<file path="config.mk">
export PLATFORM = sky130hd
export DESIGN_NAME = csr_apb_master
export DESIGN_NICKNAME = d
export VERILOG_FILES = /design/src/rtl/csr_apb_master_pkg.sv /design/src/rtl/csr_apb_master.sv
export SDC_FILE = /design/constraint.sdc
export NUM_CORES = 1
export LEC_CHECK = 0
export ABC_CLOCK_PERIOD_IN_PS = 5300
export BUFFER_PORTS_ARGS = -buffer_cell sky130_fd_sc_hd__buf_2
export CAP_MARGIN = 10
export CORE_UTILIZATION = 35
export CTS_CLUSTER_SIZE = 10
export DETAILED_ROUTE_END_ITERATION = 12
export MAX_ROUTING_LAYER = met4
export PLACE_DENSITY_LB_ADDON = 0.15
export SYNTH_ARGS = -nofsm -noshare
export SYNTH_HDL_FRONTEND = slang
export SYNTH_SLANG_ARGS = --single-unit
</file>
<file path="constraint.sdc">
create_clock -name clk -period 5.3 [get_ports clk]
set_input_delay 0.795 -clock clk [delete_from_list [all_inputs] [get_ports clk]]
set_output_delay 0.795 -clock clk [all_outputs]
set_load 0.03 [all_outputs]
</file>
<file path="src/rtl/csr_apb_master_pkg.sv">
// Shared types and response codes for the CSR-to-APB bridge.
package csr_apb_master_pkg;

  typedef enum logic [1:0] {
    ST_IDLE   = 2'd0,
    ST_SETUP  = 2'd1,
    ST_ACCESS = 2'd2,
    ST_RESP   = 2'd3
  } state_t;

  localparam logic [1:0] RSP_OK       = 2'b00;
  localparam logic [1:0] RSP_SLVERR   = 2'b01;
  localparam logic [1:0] RSP_TIMEOUT  = 2'b10;
  localparam logic [1:0] RSP_MISALIGN = 2'b11;

  // Wait counter width: clog2(timeout+1), never below one bit.
  function automatic int unsigned cnt_width(input int unsigned timeout);
    int unsigned w;
    w = $clog2(timeout + 1);
    return (w < 1) ? 1 : w;
  endfunction

endpackage

</file>
<file path="src/rtl/csr_apb_master.sv">
// Single-outstanding CSR command port bridged onto an APB requester.
module csr_apb_master
  import csr_apb_master_pkg::*;
#(
  parameter int unsigned ADDR_W  = 16,
  parameter int unsigned DATA_W  = 32,
  parameter int unsigned TIMEOUT = 255
) (
  input  logic                clk,
  input  logic                rst,
  input  logic                cmd_valid,
  output logic                cmd_ready,
  input  logic                cmd_write,
  input  logic [ADDR_W-1:0]   cmd_addr,
  input  logic [DATA_W-1:0]   cmd_wdata,
  input  logic [DATA_W/8-1:0] cmd_wstrb,
  output logic                rsp_valid,
  input  logic                rsp_ready,
  output logic [DATA_W-1:0]   rsp_rdata,
  output logic [1:0]          rsp_err,
  output logic                psel,
  output logic                penable,
  output logic                pwrite,
  output logic [ADDR_W-1:0]   paddr,
  output logic [DATA_W-1:0]   pwdata,
  output logic [DATA_W/8-1:0] pstrb,
  input  logic [DATA_W-1:0]   prdata,
  input  logic                pready,
  input  logic                pslverr
);

  localparam int unsigned CNT_W  = cnt_width(TIMEOUT);
  localparam bit          TO_EN  = (TIMEOUT != 0);
  localparam logic [CNT_W-1:0] TO_VAL = CNT_W'(TIMEOUT);

  state_t           state;
  logic [CNT_W-1:0] wait_cnt;
  logic             accept;
  logic             xfer_done;
  logic             timed_out;

  assign accept    = (state == ST_IDLE) && cmd_valid && cmd_ready;
  // Completion data is only looked at on a genuine APB handshake.
  assign xfer_done = (state == ST_ACCESS) && psel && penable && pready;
  assign timed_out = TO_EN && (state == ST_ACCESS) && !pready && (wait_cnt == TO_VAL);

  // FSM with all outputs registered; reset drops the APB strobes immediately.
  always_ff @(posedge clk or negedge rst) begin
    if (!rst) begin
      state     <= ST_IDLE;
      wait_cnt  <= '0;
      cmd_ready <= 1'b0;
      rsp_valid <= 1'b0;
      rsp_rdata <= '0;
      rsp_err   <= RSP_OK;
      psel      <= 1'b0;
      penable   <= 1'b0;
      pwrite    <= 1'b0;
      paddr     <= '0;
      pwdata    <= '0;
      pstrb     <= '0;
    end else begin
      case (state)
        ST_IDLE: begin
          cmd_ready <= 1'b1;
          if (accept) begin
            cmd_ready <= 1'b0;
            pwrite    <= cmd_write;
            paddr     <= cmd_addr;
            pwdata    <= cmd_wdata;
            pstrb     <= cmd_wstrb;
            if (cmd_addr[1:0] != 2'b00) begin
              state     <= ST_RESP;
              rsp_valid <= 1'b1;
              rsp_err   <= RSP_MISALIGN;
              rsp_rdata <= '0;
            end else begin
              state   <= ST_SETUP;
              psel    <= 1'b1;
              penable <= 1'b0;
            end
          end
        end

        ST_SETUP: begin
          state    <= ST_ACCESS;
          penable  <= 1'b1;
          wait_cnt <= '0;
        end

        ST_ACCESS: begin
          if (xfer_done) begin
            state     <= ST_RESP;
            psel      <= 1'b0;
            penable   <= 1'b0;
            rsp_valid <= 1'b1;
            rsp_err   <= pslverr ? RSP_SLVERR : RSP_OK;
            rsp_rdata <= pwrite ? '0 : prdata;
          end else if (timed_out) begin
            state     <= ST_RESP;
            psel      <= 1'b0;
            penable   <= 1'b0;
            rsp_valid <= 1'b1;
            rsp_err   <= RSP_TIMEOUT;
            rsp_rdata <= '0;
          end else if (wait_cnt != {CNT_W{1'b1}}) begin
            wait_cnt <= wait_cnt + CNT_W'(1);
          end
        end

        ST_RESP: begin
          if (rsp_ready) begin
            state     <= ST_IDLE;
            rsp_valid <= 1'b0;
            cmd_ready <= 1'b1;
          end
        end

        default: begin
          state     <= ST_IDLE;
          psel      <= 1'b0;
          penable   <= 1'b0;
          rsp_valid <= 1'b0;
          cmd_ready <= 1'b0;
        end
      endcase
    end
  end

endmodule

</file>
==> summary.md, run 1 <==
| Metric | Value |
|---|---|
| Clk Latency, worst-skew pair | about 340 ps |
| Pin count of the biggest net entering global routing | 52 |
| Routed len/inst | 14.3 microns |
| WL final | 10.1 mm |
| Critical path's slowest cell | a2bb2oi_4 |
| Clock buffer depth | 2 |
| Status | finished, final reports clean |
| DRT iter0 DRCs | between 100 and 150 |
| Setup TNS | 0 ps |
| CTS buffer count | 9 |
| Net count reported at finish | 633 |
| Top FF cell, synth | dfrtp_1 |
| Clock root cell | clkbuf_16 |
| Die ar. | between 10,000 and 15,000 sq um |
| Most frequent cells in the layout | 180 x buf_2, 101 x dfrtp_1, 55 x mux2_2, 44 x nand2_1, 37 x inv_1 |
| Crit. End Element | flip-flop |
| Post-synthesis net count | 450 |
| Number of synthesized flops with an enable pin | 0 |
| Hold Path Class | primary input to asynchronous set/reset pin |
| VDD IR max | 0.000301 V |
| Boundary Pins | 182 |
| Period utilization | 49.7% |
| Crit path DAT | just under 3000 ps |
| Max transition margin | between 40% and 50% |
| Placed cell area | 5470 sq um |
| Share of synthesized registers carrying an async set or reset | 100% |
| Cts hold-fix bufs | 0 |
| Routed Antenna Nets | 0 |
| Unrepaired setup endpoints after global routing | false |
| First-pass GRT wire length | around 16 mm |
| Final GP Congestion | 0.759 |
| CP peak stage delay | 630 ps |
| Final Cell Area | 5780 sq um |
| Final Max Slew Viols | 0 |
| # rows | 40 |
| Maximum clock frequency | 380 MHz |
| Initial antenna violation count | 0 |
| Worst Tran Pin Value | 781 ps |
| CTS tree | done |
| Post-CTS sizing | 0 |
| Yosys warning count | 0 |
| Clock skew | 6.97 ps |
| FF/Latch Area | 2530 sq um |
| CTS clk-pin slew, worst paths | 70 ps |
| Fill count | 1,196 |
| # diodes | 0 |
| H-tree Lvls | 3 |
| Die width | roughly 110 microns |
| FF+latch count, synth | 101 |
| HPWL after detailed placement | 7.35 mm |
| Postcts setup bufs | 0 |
| Pwr dens | 567 nW/um^2 |
| First-pass DRT Iterations | 4 |
| Ratio of cells with drive above 1 in the final layout | around half |
| Netlist Area Pre-Place | 4400 sq um |
| Critical-path maximum fanout | 19 |
| Post-synthesis sequential area ratio | 57.5% |
| DRC | 0 |
| Port bufs | approximately 180 |
| GRT Util Overall | between 10% and 20% |
| Vias per Instance | 4.56 |
| Setup crit start kind | flip-flop |
| Distinct cells, synth | 30 |
| Max-cap viol count | 0 |
| Core Area | ~12,000 sq um |
| Area Overhead vs Synth | 31.5% |
| Area of the multi-input gates | 1650 sq um |
| Crit path kind | flip-flop to flip-flop |
| Initial Util | 36.3% |
| Sink Count | 101 |
| Final Setup Violations | 0 |
| Critical-path cell list | ha_1, nand4_4, nor4b_4, a2bb2oi_4, buf_4, mux2i_1 |
| Leakage | 2.83 nW |
| Fin crit period | 2630 ps |
| Req. time, crit path | 5560 ps |
| Routed vias | 3,230 |
| Remaining Overflow, GRT | 0 |
| Synth Instances | 353 |
| Syn Area/Cell | 12.5 sq um |
| Die height | 114 microns |
| Final Hold Vio Count | 0 |
| Commonest non-fill, non-tap cell in the layout | buf_2 |
| Vias in the first global route | 3,317 |
state kept, by name, summed over array words and instances (netlist names), 2 cells and up:
name and flops:
wait_cnt 8, pwdata 32, rsp_rdata 32, pstrb 4, state 2, rsp_err 2, paddr 16
cells by family after synthesis:
family,Yosys count,synth area share (%)
compound gates,30,4.93
fa+ha+maj,6,1.71
buf+inv,50,5.04
flops,101,57.5
mux,91,22.3
simple gates,75,8.51
through the flow:
stage / utilization [%] / cells / total power, mW / setup slack (ps) / hold slack (ps)
finish: 47.7 / 709 / 3.28 / 2670 / 491
global route: 47.7 / 709 / 3.47 / 2460 / 508
CTS: 47.7 / 709 / 3.32 / 2630 / 501
detailed placement: 45.2 / 693 / 2.62 / 2490 / 487
global placement: 45.2 / 693 / 2.60 / 2570 / 472
floorplan: - / 353 / 2.23 / 3350 / 479
Yosys cell counts, drive strengths merged (5+ instances only):
master / n / area, sq um
nand3: 6 / 30.0
dfrtp: 101 / 2530
ha: 6 / 75.1
mux2i: 35 / 350
o31ai: 5 / 37.5
inv: 37 / 139
nor2: 8 / 30.0
clkbuf: 10 / 37.5
mux2: 56 / 631
nand2: 44 / 165
a21oi: 5 / 25.0
o21ai: 9 / 45.0
worst max-delay path, delay by kind of cell, from the launching register on:
| kind | cells | cell delay [ps] |
|---|---|---|
| multiplexers | 1 | 250 |
| buffers and inverters | 1 | 420 |
| flip-flops | 1 | 380 |
| AO/OA/AOI/OAI | 1 | 630 |
| AND/OR/NAND/NOR | 2 | 590 |
| adder cells (fa/ha/maj) | 1 | 260 |
worst paths after layout:
check | from | end | slack (ps) | cells after the start
max reg2reg | wait_cnt[0] | rsp_rdata[0] | 2670 | 6
min reg2reg | rsp_err[1] | rsp_err[1] | 490 | 1
min | rst | pwdata[9] | 490 | 1
max | wait_cnt[0] | rsp_rdata[0] | 2670 | 6
min in group clk | rsp_err[1] | rsp_err[1] | 490 | 1
max in group asynchronous | rst | wait_cnt[2] | 3690 | 2
routing by layer:
layer,GRT usage (%),part of all wire [%],vias to the layer above
li1,-,-,1570
met1,21.8,47,1520
met2,24.2,43,128
met3,4.87,7.4,12
met4,7.27,1.8,0
met5,-,0,-
layout make-up:
cell class	count	share of cell area (%)
Sequential cell	101	43.7
Clock inverter	4	0.952
Clock buffer	12	4.44
Inverter	37	2.40
Tap cell	168	3.64
Multi-Input combinational cell	202	28.6
Timing Repair Buffer	185	16.2
power breakdown:
group          internal [mW]  leakage [nW]  total, mW  switching (mW)
sequential              1.02          1.28       1.16           0.138
combinational          0.540          1.40       1.44           0.899
clock                  0.395         0.149      0.683           0.288
total                   1.95          2.83       3.28            1.33
(Power assumes the default switching activity.)
==> run 2, diff against run 1 <==
ABC_CLOCK_PERIOD_IN_PS = 2700   (was 5300)
clock period = 2.7 ns   (was 5.3 ns; I/O delays follow)
==> summary.md, run 2 (synthesis gave the netlist of run 1 again) <==
| Metric | Value |
|---|---|
| Status | finished, final reports clean |
| Fill count | 1,146 (-4.2%) |
| Routed Antenna Nets | 0 (unchanged) |
| Commonest non-fill, non-tap cell in the layout | buf_2 |
| WHS | 291 ps (-200 ps) |
| Maximum clock frequency | 464 MHz (+22%) |
| Net count reported at finish | 637 (+0.63%) |
| HPWL after detailed placement | 7.30 mm (-0.77%) |
| Final GP Congestion | 0.772 (+1.7%) |
| First-pass GRT wire length | 16.0 mm (-1.5%) |
| Unrepaired setup endpoints after global routing | false |
| Critical-path maximum fanout | 15 (-4) |
| Pwr dens | 1100 nW/um^2 (+95%) |
| Pin count of the biggest net entering global routing | 52 (unchanged) |
| VDD IR max | 0.000634 V (+110%) |
| Boundary Pins | 182 (unchanged) |
| CTS clk-pin slew, worst paths | 70 ps (about the same) |
| Max-cap viol count | 0 (unchanged) |
| Crit. End Element | flip-flop |
| Setup crit start kind | flip-flop |
| Biggest regs | pwdata x32, rsp_rdata x32, paddr x16 |
| GRT Util Overall | 16.2% (-0.55 points) |
| Initial antenna violation count | 0 (unchanged) |
| DRC | 0 (unchanged) |
| Core Area | 12,100 sq um (unchanged) |
| CTS buffer count | 9 (unchanged) |
| Period utilization | 79.8% (+30 points) |
| Worst Tran Pin Value | 630 ps (-151 ps) |
| # diodes | 0 (unchanged) |
| Crit path DAT | 2420 ps (-470 ps) |
| Setup TNS | 0 ps (unchanged) |
| Area of the multi-input gates | 1650 sq um (unchanged) |
| Vias in the first global route | 3,343 (+0.78%) |
| Remaining Overflow, GRT | 0 (unchanged) |
| Placed cell area | 5500 sq um (+0.64%) |
| Final Hold Vio Count | 0 (unchanged) |
| Hold Path Class | primary input to flip-flop |
| Area Overhead vs Synth | 32.5% |
| Crit path kind | flip-flop to flip-flop |
| # rows | 40 (unchanged) |
| Sink Count | 101 (unchanged) |
| Die height | 114 microns (unchanged) |
| Die width | 114 microns (unchanged) |
| Ratio of cells with drive above 1 in the final layout | 48.4% (+0.38 points) |
| Final Setup Violations | 0 (unchanged) |
| Clk Latency, worst-skew pair | 340 ps (about the same) |
| Clock buffer depth | 2 (unchanged) |
| H-tree Lvls | 3 (unchanged) |
| Fin crit period | 2160 ps (-478 ps) |
| Die ar. | 13,000 sq um (unchanged) |
| Max transition margin | 58.0% (+10 points) |
| Final Max Slew Viols | 0 (unchanged) |
| Port bufs | 181 (unchanged) |
| Initial Util | 36.3% (unchanged) |
| First-pass DRT Iterations | 4 (unchanged) |
| Final Cell Area | 5820 sq um (+0.71%) |
| Routed len/inst | 13.8 microns (-3.1%) |
| Routed vias | 3,269 (+1.2%) |
| CTS tree | done |
| FF/Latch Area | 2530 sq um (unchanged) |
| Clock skew | 7.23 ps (+0.258 ps) |
| Req. time, crit path | 2960 ps (-2600 ps) |
| Vias per Instance | 4.58 (+0.64%) |
| WL final | 9.87 mm (-2.6%) |
| DRT iter0 DRCs | 96 (-24%) |
| Leakage | 2.86 nW (+0.86%) |
| Final core occ | 48.1% (+0.34 points) |
| Most frequent cells in the layout | 180 x buf_2, 101 x dfrtp_1, 55 x mux2_2, 44 x nand2_1, 37 x inv_1 |
| Clock root cell | clkbuf_16 |
run 2: changes by cell type in the layout (fill, tap and decap cells not counted), sizes merged:
cell | previous run | this run
dlygate4sd3 | 0 | 1
buf | 185 | 188
clkbuf | 12 | 10
inv | 38 | 39
clkinv | 1 | 2
run 2: report_power, final:
part	internal (mW)	switching [mW]	total [mW]
logic	1.07	1.76	2.83
registers	2.00	0.278	2.28
clock network	0.751	0.572	1.32
run 2: timing repair:
action / CTS / global route
setup buffers: 0 / 0
resized for setup: 0 / 0
hold buffers: 1 / 0
endpoints found under the hold margin: 28 / 0
endpoints found under the setup margin: 0 / 0
run 2: path summary, 6_finish.rpt:
path                                from          end  slack, ps  depth (start not counted)
max reg2reg                     state[0]  wait_cnt[3]        540                          6
min                        cmd_wdata[28]   pwdata[28]        290                          2
max in group asynchronous            rst   pwdata[20]       1490                          3
max                             state[0]  wait_cnt[3]        540                          6
min reg2reg                    rsp_valid    rsp_valid        500                          1
min in group asynchronous            rst  wait_cnt[2]        540                          2
run 2: layer usage:
layer	share of wire, %	track usage [%]
met4	2.0	8.14
met5	0	-
met1	45	20.2
met3	8.1	4.98
met2	45	23.7
run 2: final cells by class:
class | instances | share of cell area, %
inverter | 37 | 2.39
clock buffer | 10 | 4.10
tap | 168 | 3.61
sequential | 101 | 43.4
clock inverter | 6 | 1.18
timing repair buffer | 189 | 16.9
multi-input combinational | 202 | 28.4
run 2: stage by stage:
step	instances	power (mW)	worst slack, ps
after detailed placement	696	5.16	523
after global placement	696	5.11	654
after CTS	713	6.53	509
after floorplan	353	4.37	804
final	713	6.43	545
after global routing	713	6.81	360
run 2: worst max-delay path, cell delays in order (launching register included):
cell and delay (ps):
dfrtp_1 380, inv_1 100, ha_1 380, nand4_1 300, o2111ai_1 290, or4_1 480
a21oi_1 160
